## src/rtl/stopwatch_core.sv

```systemverilog
// Stopwatch core: counts SS.CC in BCD on rising edges of a 100 Hz tick while
// running, with start/stop and clear buttons and a sticky wrap flag.
module stopwatch_core #(
  parameter int MAX_SEC = 59
) (
  input  logic       clk100MHz,
  input  logic       rst_n,
  input  logic       tick_in,
  input  logic       btn_start_stop,
  input  logic       btn_clear,
  output logic [3:0] sec_tens,
  output logic [3:0] sec_ones,
  output logic [3:0] cs_tens,
  output logic [3:0] cs_ones,
  output logic       running,
  output logic       ovf
);

  typedef enum logic [1:0] {
    ST_IDLE  = 2'd0,
    ST_RUN   = 2'd1,
    ST_PAUSE = 2'd2
  } state_e;

  localparam logic [3:0] MAX_TENS = 4'(MAX_SEC / 10);
  localparam logic [3:0] MAX_ONES = 4'(MAX_SEC % 10);

  state_e     state_q, state_d;
  logic       tick_dly_q, ss_dly_q, clr_dly_q;
  logic       tick_rise, ss_rise, clr_rise;
  logic [3:0] sec_tens_q, sec_ones_q, cs_tens_q, cs_ones_q;
  logic [3:0] sec_tens_d, sec_ones_d, cs_tens_d, cs_ones_d;
  logic       ovf_q, ovf_d;
  logic       running_q, running_d;
  logic       inc;
  logic       at_max;

  assign tick_rise = tick_in & ~tick_dly_q;
  assign ss_rise   = btn_start_stop & ~ss_dly_q;
  assign clr_rise  = btn_clear & ~clr_dly_q;

  // Delay registers reset high so inputs already asserted at reset release are not events.
  always_ff @(posedge clk100MHz) begin
    if (!rst_n) begin
      tick_dly_q <= 1'b1;
      ss_dly_q   <= 1'b1;
      clr_dly_q  <= 1'b1;
    end else begin
      tick_dly_q <= tick_in;
      ss_dly_q   <= btn_start_stop;
      clr_dly_q  <= btn_clear;
    end
  end

  always_ff @(posedge clk100MHz) begin
    if (!rst_n) begin
      state_q <= ST_IDLE;
    end else begin
      state_q <= state_d;
    end
  end

  always_comb begin
    state_d = state_q;
    if (clr_rise) begin
      state_d = ST_IDLE;
    end else if (ss_rise) begin
      case (state_q)
        ST_IDLE:  state_d = ST_RUN;
        ST_RUN:   state_d = ST_PAUSE;
        ST_PAUSE: state_d = ST_RUN;
        default:  state_d = ST_IDLE;
      endcase
    end else begin
      state_d = state_q;
    end
  end

  // running is registered alongside the state so it tracks RUN exactly.
  always_comb begin
    running_d = (state_d == ST_RUN);
  end

  always_ff @(posedge clk100MHz) begin
    if (!rst_n) begin
      running_q <= 1'b0;
    end else begin
      running_q <= running_d;
    end
  end

  // The increment decision uses the pre-transition state.
  assign inc    = tick_rise & (state_q == ST_RUN);
  assign at_max = (sec_tens_q == MAX_TENS) && (sec_ones_q == MAX_ONES) &&
                  (cs_tens_q == 4'd9) && (cs_ones_q == 4'd9);

  always_comb begin
    sec_tens_d = sec_tens_q;
    sec_ones_d = sec_ones_q;
    cs_tens_d  = cs_tens_q;
    cs_ones_d  = cs_ones_q;
    ovf_d      = ovf_q;
    if (clr_rise) begin
      sec_tens_d = 4'd0;
      sec_ones_d = 4'd0;
      cs_tens_d  = 4'd0;
      cs_ones_d  = 4'd0;
      ovf_d      = 1'b0;
    end else if (inc && at_max) begin
      sec_tens_d = 4'd0;
      sec_ones_d = 4'd0;
      cs_tens_d  = 4'd0;
      cs_ones_d  = 4'd0;
      ovf_d      = 1'b1;
    end else if (inc) begin
      if (cs_ones_q != 4'd9) begin
        cs_ones_d = cs_ones_q + 4'd1;
      end else begin
        cs_ones_d = 4'd0;
        if (cs_tens_q != 4'd9) begin
          cs_tens_d = cs_tens_q + 4'd1;
        end else begin
          cs_tens_d = 4'd0;
          if (sec_ones_q != 4'd9) begin
            sec_ones_d = sec_ones_q + 4'd1;
          end else begin
            sec_ones_d = 4'd0;
            sec_tens_d = sec_tens_q + 4'd1;
          end
        end
      end
    end else begin
      ovf_d = ovf_q;
    end
  end

  always_ff @(posedge clk100MHz) begin
    if (!rst_n) begin
      sec_tens_q <= 4'd0;
      sec_ones_q <= 4'd0;
      cs_tens_q  <= 4'd0;
      cs_ones_q  <= 4'd0;
      ovf_q      <= 1'b0;
    end else begin
      sec_tens_q <= sec_tens_d;
      sec_ones_q <= sec_ones_d;
      cs_tens_q  <= cs_tens_d;
      cs_ones_q  <= cs_ones_d;
      ovf_q      <= ovf_d;
    end
  end

  assign sec_tens = sec_tens_q;
  assign sec_ones = sec_ones_q;
  assign cs_tens  = cs_tens_q;
  assign cs_ones  = cs_ones_q;
  assign running  = running_q;
  assign ovf      = ovf_q;

endmodule

```

## config.mk

```make
export PLATFORM = sky130hd
export DESIGN_NAME = stopwatch_core
export DESIGN_NICKNAME = d
export VERILOG_FILES = /design/src/rtl/stopwatch_core.sv
export SDC_FILE = /design/constraint.sdc
export NUM_CORES = 1
export LEC_CHECK = 0
export CAP_MARGIN = 20
export CELL_PAD_IN_SITES_DETAIL_PLACEMENT = 2
export CELL_PAD_IN_SITES_GLOBAL_PLACEMENT = 2
export CORE_MARGIN = 4
export CORE_UTILIZATION = 25
export DETAILED_ROUTE_END_ITERATION = 8
export HOLD_SLACK_MARGIN = 0.08
export PLACE_DENSITY = 0.7
export SETUP_SLACK_MARGIN = 0.3
export SLEW_MARGIN = 30
export SYNTH_ARGS = -nofsm -noshare
export SYNTH_HDL_FRONTEND = slang
export SYNTH_SLANG_ARGS = --single-unit
```

## constraint.sdc

```tcl
create_clock -name clk100MHz -period 3 [get_ports clk100MHz]
set_input_delay 0.45 -clock clk100MHz [delete_from_list [all_inputs] [get_ports clk100MHz]]
set_output_delay 0.45 -clock clk100MHz [all_outputs]
set_load 0.01 [all_outputs]
```

==> results of run 1 <==
synth_stat cells, drive strengths merged:
| cell | n | area, um2 |
|---|---|---|
| o21bai | 1 | 7.510 |
| nand2 | 7 | 26.28 |
| inv | 6 | 22.52 |
| a21oi | 4 | 20.02 |
| nand4 | 5 | 37.53 |
| nand2b | 2 | 12.51 |
| and4 | 1 | 8.760 |
| o21ai | 4 | 20.02 |
| ha | 2 | 25.02 |
| nand3 | 4 | 20.02 |
| nand4bb | 1 | 11.26 |
| xnor2 | 3 | 26.28 |
| nor4bb | 1 | 10.01 |
| mux2 | 1 | 15.01 |
| or3 | 3 | 18.77 |
| xor2 | 3 | 26.28 |
| nor3 | 2 | 10.01 |
| nand4b | 1 | 8.760 |
| nor2b | 4 | 25.02 |
| buf | 3 | 22.52 |
| dfxtp | 23 | 460.4 |
| o21ba | 1 | 10.01 |
| nand3b | 1 | 7.510 |
| a211o | 1 | 8.760 |
| and3b | 1 | 8.760 |
| clkbuf | 1 | 3.750 |
| o211a | 1 | 10.01 |
| nor3b | 1 | 7.510 |
| nor2 | 18 | 67.56 |
| and4bb | 3 | 41.29 |
| and2b | 1 | 7.510 |
| a31oi | 3 | 18.77 |
| mux2i | 6 | 60.06 |
metal layers:
| layer | vias to the layer above | part of all wire |
|---|---|---|
| li1 | 463 | - |
| met1 | 475 | 0.41 |
| met2 | 14 | 0.55 |
| met3 | 2 | 0.034 |
| met4 | 0 | 0.0035 |
| met5 | - | 0 |
flip-flops by register name, indices dropped and copies added (netlist names):
signal / flops
running: 1
ss_dly_q: 1
clr_dly_q: 1
state_q: 2
cs_ones: 4
tick_dly_q: 1
ovf: 1
sec_tens: 4
cs_tens: 4
sec_ones: 4
metrics by stage:
| stage | instances | cell area [um2] | total power, uW | hold WS, ps | setup WS (ps) |
|---|---|---|---|---|---|
| 4_1_cts | 192 | 1395 | 541.4 | 525.3 | 795.7 |
| 6_report | 192 | 1395 | 526.5 | 513.7 | 807.3 |
| 3_5_place_dp | 188 | 1350 | 342.8 | 503.8 | 524.4 |
| 2_1_floorplan | 119 | 1086 | 330.1 | 475.8 | 1386 |
| 3_3_place_gp | 188 | 1350 | 341.5 | 479.5 | 675.1 |
| 5_1_grt | 192 | 1395 | 553.7 | 540.6 | 623.2 |
path summary, 6_finish.rpt:
| path | slack, ps | startpoint | cells past startpoint | endpoint |
|---|---|---|---|---|
| worst min-delay path | 510 | ovf | 1 | ovf |
| worst max-delay path | 810 | tick_in | 5 | cs_ones[2] |
| worst max register to register | 1050 | cs_ones[0] | 4 | sec_tens[3] |
| worst min register to register | 510 | ovf | 1 | ovf |
cells by family (layout without fill, tap and decap cells):
family / after synthesis / in the layout / share of synthesized area
flops: 23 / 23 / 0.4240
simple gates: 56 / 56 / 0.3030
xor+xnor: 6 / 6 / 0.04840
fa+ha+maj: 2 / 2 / 0.02304
buf+inv: 10 / 33 / 0.04492
mux: 7 / 7 / 0.06912
compound gates: 15 / 15 / 0.08757
report_power, final:
part / switching [uW] / leakage, uW / internal [uW]
Combinational: 12.2 / 0.000302 / 12.1
Sequential: 1.90 / 0.000186 / 309
Clock: 96.9 / 0.0000228 / 94.7
Total: 111 / 0.000511 / 415
layout make-up:
class / count / area, um2 / area share
Clock buffer: 4 / 45.04 / 0.03229
Inverter: 6 / 22.52 / 0.01614
Multi-Input combinational cell: 86 / 576.8 / 0.4135
Sequential cell: 23 / 460.4 / 0.3300
Tap cell: 50 / 62.56 / 0.04484
Timing Repair Buffer: 23 / 227.7 / 0.1632
==> impl_metrics.json, run 1 <==
{
  "max_stage_delay_ps": 540,
  "hold_path.class": "reg2reg",
  "antenna_left": 0,
  "syn_area_per_cell_um2": 9.126,
  "drv_cap": 0,
  "grt_use_met3": 0.02599,
  "grt.overflow.total": 0,
  "cp_max_fo": 10,
  "clockBufferDepth": 2,
  "total_leakage_power_uw": 0.0005108,
  "cts_hold_buf": 0,
  "worst-path-buf-inv": 1,
  "outcome": "complete, no violations",
  "antenna_found_initial": 0,
  "final_core_util": 0.3414,
  "max_slew.worst_pin.slew_ps": 557.1,
  "syn-cell-area_mm2": 0.001086,
  "drive_gt1_frac": 0.05634,
  "crit_family": "simple AND/OR/NAND/NOR gates",
  "core_mm2": 0.004086,
  "grt_max_degree": 16,
  "cp-start-kind": "primary input",
  "yosys_warnings": 0,
  "drt_iter0_drc": 24,
  "setup_tns_ps": 0,
  "viasPerCell": 4.969,
  "die_height_um": 73.91,
  "synth-seq-cells": 23,
  "grt_util_met2": 0.2146,
  "syn_inst": 119,
  "drt_wl_total_mm": 2.841,
  "clk_pin_slew_worst_paths_ps": 80,
  "setup_viol": 0,
  "port_buffers": 22,
  "p_per_area_mw_per_mm2": 377.4,
  "slowest_stage": "o21bai_1",
  "drc_errors": 0,
  "synth_cell_types": 35,
  "drv_slew": 0,
  "clk-insertion-delay-late_ps": 260,
  "hold_viol": 0,
  "peakVddDrop_uv": 225.4,
  "cts-resized-gates": 0,
  "maxSlewHeadroom": 0.6278,
  "dpl.hpwl_mm": 2.171,
  "cts_tree": "yes",
  "syn_nets": 126,
  "cp.required_ps": 3130,
  "htreeDepth": 1,
  "synthToLayoutAreaGrowth_pct": 28.46,
  "fillers": 470,
  "worst_clock_skew_ps": 3.491,
  "crit_type": "in2reg",
  "period_share": 0.7309,
  "synth_seq_area_share": 0.4240,
  "initial_utilization": 0.2658,
  "cts.sinks": 23,
  "max_freq_mhz": 456.1,
  "diodes": 0,
  "crit_chain": "clkdlybuf4s50_1, and4bb_1, nand4_1, o21bai_1, nor2_1",
  "end_kind": "flip-flop",
  "layout_common_cells": "23 x dfxtp_1, 22 x clkdlybuf4s50_1, 18 x nor2_1, 7 x nand2_1",
  "grt_pass1_vias": 1029,
  "dr.pass1.iters": 2,
  "busiest_layer": "met2",
  "cts_buffers": 3,
  "cp.arrival_ps": 2320,
  "routedWlPerCell_um": 14.80,
  "period_needed_ps": 2193,
  "via_count": 954,
  "final_nets": 150,
  "grt_usage": 0.1121,
  "gr-usage-met1": 0.1267,
  "grt_pass1_wl_mm": 4.836,
  "clockRootBuffer": "clkbuf_8",
  "final_common_cell": "dfxtp_1",
  "rows": 23,
  "rsz0062_at_grt": "no",
  "gp_congestion": 0.7656,
  "postCtsSetupBuffers": 0,
  "die_area_mm2": 0.005463,
  "pin_count": 23,
  "die_w_um": 73.91
}
Power figures use the tool's default switching activity.
==> inputs of run 2 (changes only) <==
--- a/config.mk
+++ b/config.mk
@@ -12,7 +12,7 @@
 export CORE_UTILIZATION = 25
 export DETAILED_ROUTE_END_ITERATION = 8
 export HOLD_SLACK_MARGIN = 0.08
-export PLACE_DENSITY = 0.7
+export PLACE_DENSITY = 0.73
 export SETUP_SLACK_MARGIN = 0.3
 export SLEW_MARGIN = 30
 export SYNTH_ARGS = -nofsm -noshare
==> constraint.sdc (replaced) <==
create_clock -name clk100MHz -period 2 [get_ports clk100MHz]
set_input_delay 0.3 -clock clk100MHz [delete_from_list [all_inputs] [get_ports clk100MHz]]
set_output_delay 0.3 -clock clk100MHz [all_outputs]
set_load 0.01 [all_outputs]
==> run 2 against run 1 <==
Effect of this change:
- worst hold slack lost 250 ps
- first-iteration DRC count unchanged
- via count grew 2.9%
- sequential power up 49%
- sequential share of layout area decreased by 1.7 points
- cell area rose by 7.5%
- combinational power increased by 67%
- cell count is 4.7% higher
==> impl_metrics.json, run 2 (same netlist as run 1, synthesis figures left out) <==
{
  "outcome": "complete, no violations",
  "antenna_left": 0,
  "pin_count": 23,
  "drc_errors": 0,
  "grt_usage": 0.1165,
  "combPwrFrac": 0.051,
  "total_power_uw": 800.0,
  "total_leakage_power_uw": 0.0005750,
  "grt.overflow.total": 0,
  "maxSlewHeadroom": 0.7370,
  "worst-path-buf-inv": 0,
  "clk_pin_slew_worst_paths_ps": 80,
  "holdWs_ps": 268.3,
  "cp_max_fo": 7,
  "crit_family": "simple AND/OR/NAND/NOR gates",
  "fillers": 453,
  "grt_pass1_vias": 1026,
  "sw_frac_of_total": 0.2234,
  "crit_type": "reg2reg",
  "port_buffers": 22,
  "wl_met3_um": 105,
  "core_mm2": 0.004086,
  "grt_max_degree": 16,
  "worst_clock_skew_ps": 1.124,
  "die_w_um": 73.91,
  "rsz0062_at_grt": "no",
  "clockRootBuffer": "clkbuf_8",
  "multi_input_area_um2": 589.3,
  "routedWlPerCell_um": 14.90,
  "met1Wirelength_mm": 1.279,
  "drv_cap": 0,
  "clockBufferDepth": 2,
  "final_common_cell": "clkdlybuf4s50_1",
  "p_sw_uw": 178.7,
  "die_area_mm2": 0.005463,
  "final_core_util": 0.3671,
  "cts.sinks": 23,
  "max_slew.worst_pin.slew_ps": 389.2,
  "hold_path.startpoint": "tick_in",
  "seq_area_um2": 469.2,
  "cp-start-kind": "flip-flop",
  "hold_depth": 2,
  "reg2reg_from": "sec_ones[1]",
  "end_kind": "flip-flop",
  "htreeDepth": 1,
  "hold_path.class": "in2reg",
  "crit_chain": "nor4bb_1, and4_1, nand4_2, mux2_4",
  "synthToLayoutAreaGrowth_pct": 38.13,
  "hold_end": "tick_dly_q",
  "layout_setup_ws_ps": 359.2,
  "period_needed_ps": 1641,
  "cts_hold_buf": 0,
  "setup_viol": 0,
  "wl_met2_mm": 1.591,
  "cts_tree": "yes",
  "r2r_slack_ps": 360,
  "rows": 23,
  "cts_buffers": 3,
  "period_share": 0.8204,
  "preCtsSetupSlack_ps": 47.62,
  "drive_gt1_frac": 0.1788,
  "slowest_stage": "nor4bb_1",
  "grt_pass1_wl_mm": 4.947,
  "diodes": 0,
  "dpl.hpwl_mm": 2.205,
  "final_nets": 159,
  "cp.arrival_ps": 1800,
  "peakVddDrop_uv": 297.5,
  "hold_viol": 0,
  "clk-insertion-delay-late_ps": 260,
  "die_height_um": 73.91,
  "p_clk_frac": 0.370,
  "via_count": 982,
  "cp.required_ps": 2160,
  "top_layer_used": "met4",
  "drt_iter0_drc": 24,
  "setup_tns_ps": 0,
  "viasPerCell": 4.886,
  "p_int_uw": 621.2,
  "antenna_found_initial": 0,
  "p_per_area_mw_per_mm2": 533.2,
  "dr.pass1.iters": 4,
  "gp_congestion": 0.7048,
  "max_stage_delay_ps": 420,
  "drv_slew": 0,
  "drt_wl_total_mm": 2.995,
  "reg2reg_to": "sec_tens[3]",
  "reg2regPathDepth": 4,
  "layout_common_cells": "21 x clkdlybuf4s50_1, 18 x nor2_1, 18 x dfxtp_1, 9 x buf_4, 7 x nand2_1",
  "initial_utilization": 0.2658,
  "p_seq_frac": 0.580,
  "max_freq_mhz": 609.4
}
-- run 2: cell types whose count changed in the layout (fill, tap and decap cells not counted), sizes merged --
cell and delta:
clkinv +1, buf +9, clkbuf -1, clkdlybuf4s50 -1, dlymetal6s2s +1
-- run 2: power by group through the flow --
stage	logic, uW	clock network, uW	registers [uW]
2_1_floorplan	19.0	0	476
3_3_place_gp	39.0	0	476
3_5_place_dp	41.1	0	476
4_1_cts	41.5	311	466
5_1_grt	45.1	332	465
6_report	40.5	296	464
-- run 2: worst max-delay path by stage --
stage,from,end,slack [ps],depth (start not counted)
after floorplan,cs_ones[0],sec_tens[3],390,6
after global placement,tick_in,cs_tens[3],140,6
after detailed placement,tick_in,cs_tens[3],50,6
after CTS,tick_in,sec_ones[2],330,5
after global routing,cs_ones[0],cs_ones[0],300,2
final,sec_ones[1],sec_tens[3],360,4
-- run 2: what timing repair did --
item	CTS	global route
setup buffers	0	5
gates resized for setup	0	11
setup endpoints to repair	0	10
-- run 2: stage by stage --
step           instance area [um2]  cells
4_1_cts                       1439    196
5_1_grt                       1500    201
2_1_floorplan                 1086    119
3_3_place_gp                  1393    192
3_5_place_dp                  1393    192
6_report                      1500    201
-- run 2: area by class of cell --
type | count | share of cell area
clock inverters | 1 | 0.003336
clock buffers | 3 | 0.02752
repair buffers | 32 | 0.2068
inverters | 6 | 0.01501
well taps | 50 | 0.04170
flip-flops and latches | 23 | 0.3128
multi-input cells | 86 | 0.3928
-- run 2: per-layer routing --
| layer | GRT usage | vias to the layer above |
|---|---|---|
| li1 | - | 479 |
| met1 | 0.1336 | 486 |
| met2 | 0.2146 | 15 |
| met3 | 0.02736 | 2 |
| met4 | 0.03018 | 0 |
| met5 | 0 | - |
==> inputs of run 3 (changes only) <==
==> constraint.sdc (replaced) <==
create_clock -name clk100MHz -period 1.4 [get_ports clk100MHz]
set_input_delay 0.21 -clock clk100MHz [delete_from_list [all_inputs] [get_ports clk100MHz]]
set_output_delay 0.21 -clock clk100MHz [all_outputs]
set_load 0.01 [all_outputs]
==> run 3 against run 2 <==
Effect of this change:
- the flow now finishes with violations (setup timing)
- non-clock buffer count increased by 33
- sequential power increased by 43%
- fmax decreased by 0.95%
- die area unchanged
- first-iteration DRC count increased by 130%
- sequential share of layout area decreased by 5.2 points
- utilization increased by 8.6 points
- clock power increased by 50%
- critical path depth increased by 2
- largest cell class unchanged
- highest routed layer unchanged
==> impl_metrics.json, run 3 (same netlist as run 1, synthesis figures left out) <==
{
  "peakVddDrop_uv": 348.9,
  "slowest_stage": "and4bb_2",
  "rsz0062_at_grt": "yes",
  "die_w_um": 73.91,
  "grt.overflow.total": 0,
  "drt_iter0_drc": 55,
  "cp_max_fo": 7,
  "seq_area_um2": 483.0,
  "outcome": "finished, violations left",
  "total_leakage_power_uw": 0.0007899,
  "initial_utilization": 0.2658,
  "antenna_found_initial": 0,
  "dpl.hpwl_mm": 2.473,
  "period_needed_ps": 1657,
  "final_common_cell": "buf_6",
  "setup_viol": 15,
  "hold_path.class": "in2reg",
  "die_area_mm2": 0.005463,
  "clockRootBuffer": "clkbuf_8",
  "htreeDepth": 1,
  "cts_hold_buf": 0,
  "multi_input_area_um2": 625.6,
  "rows": 23,
  "cp-start-kind": "flip-flop",
  "final_area_mm2": 0.001851,
  "drt_wl_total_mm": 4.546,
  "via_count": 1163,
  "diodes": 0,
  "routedWlPerCell_um": 19.43,
  "cts_tree": "yes",
  "synthToLayoutAreaGrowth_pct": 70.39,
  "drc_errors": 0,
  "clk-insertion-delay-late_ps": 270,
  "grt_pass1_wl_mm": 6.113,
  "core_mm2": 0.004086,
  "pin_count": 23,
  "cts.sinks": 23,
  "port_buffers": 22,
  "hold_viol": 0,
  "maxSlewHeadroom": 0.7991,
  "holdWs_ps": 272.2,
  "crit_chain": "and4bb_2, nand4_1, buf_4, o21bai_4, buf_6, nor2_1",
  "clockBufferDepth": 2,
  "cp.arrival_ps": 1820,
  "cp.required_ps": 1560,
  "grt_usage": 0.1468,
  "worst-path-buf-inv": 2,
  "total_power_uw": 1195,
  "layout_common_cells": "30 x buf_6, 25 x buf_4, 17 x nor2_1, 15 x dfxtp_2",
  "setup_tns_ps": -2700,
  "drive_gt1_frac": 0.5326,
  "gp_congestion": 0.7169,
  "viasPerCell": 4.970,
  "drv_cap": 0,
  "max_stage_delay_ps": 350,
  "crit_family": "simple AND/OR/NAND/NOR gates",
  "clk_pin_slew_worst_paths_ps": 90,
  "failed_checks": "setup timing",
  "max_freq_mhz": 603.7,
  "dr.pass1.iters": 4,
  "die_height_um": 73.91,
  "final_nets": 192,
  "grt_pass1_vias": 1259,
  "crit_type": "reg2reg",
  "place_area_mm2": 0.001574,
  "layout_setup_ws_ps": -256.6,
  "grt_max_degree": 13,
  "drv_slew": 0,
  "fillers": 439,
  "max_slew.worst_pin.slew_ps": 300.8,
  "antenna_left": 0,
  "period_share": 1.183,
  "cts_buffers": 3,
  "p_per_area_mw_per_mm2": 645.9,
  "end_kind": "flip-flop",
  "worst_clock_skew_ps": 1.997
}
## run 3: changes by cell type in the layout (fill, tap and decap cells not counted), sizes merged
cell,change
clkinv,-1
dlygate4sd2,+1
clkbuf,+3
buf,+46
clkdlybuf4s50,-18
clkdlybuf4s15,+3
dlymetal6s2s,-1
## run 3: repair_timing
item,CTS,global route
setup endpoints to repair,35,37
pin swaps,6,5
setup buffers,8,7
cloned,0,0
gates resized for setup,89,31
## run 3: routing by layer
metal  up-vias  GRT usage  wire length (um)
met4         0    0.05433               130
met2        25     0.2697              2449
met1       584     0.1716              1851
met3         9    0.01915               114
li1        545          -                 -
met5         -          0                 0
## run 3: power breakdown
| group | internal [uW] | switching (uW) | leakage (uW) |
|---|---|---|---|
| Combinational | 48.7 | 38.7 | 0.000572 |
| Sequential | 659 | 3.06 | 0.000195 |
| Clock | 204 | 241 | 0.0000228 |
| Total | 912 | 283 | 0.000790 |
## run 3: worst paths after layout
check,start,to,slack [ps],cells past startpoint
worst max register to register,cs_tens[1],cs_ones[0],-260,6
worst max-delay path,cs_tens[1],cs_ones[0],-260,6
worst min register to register,ovf,ovf,510,1
worst min-delay path,tick_in,tick_dly_q,270,2
## run 3: layout make-up
type	instances	share of cell area
Tap cell	50	0.03381
Clock buffer	4	0.02434
Timing Repair Buffer	65	0.3306
Multi-Input combinational cell	86	0.3381
Sequential cell	23	0.2610
Inverter	6	0.01217
## run 3: per-stage QoR
stage | cells | worst slack [ps] | utilization
finish | 234 | -256.6 | 0.4528
global placement | 215 | -322.0 | 0.3852
global route | 234 | -313.0 | 0.4528
floorplan | 119 | -137.9 | -
CTS | 227 | -100.6 | 0.4137
detailed placement | 215 | -428.5 | 0.3852
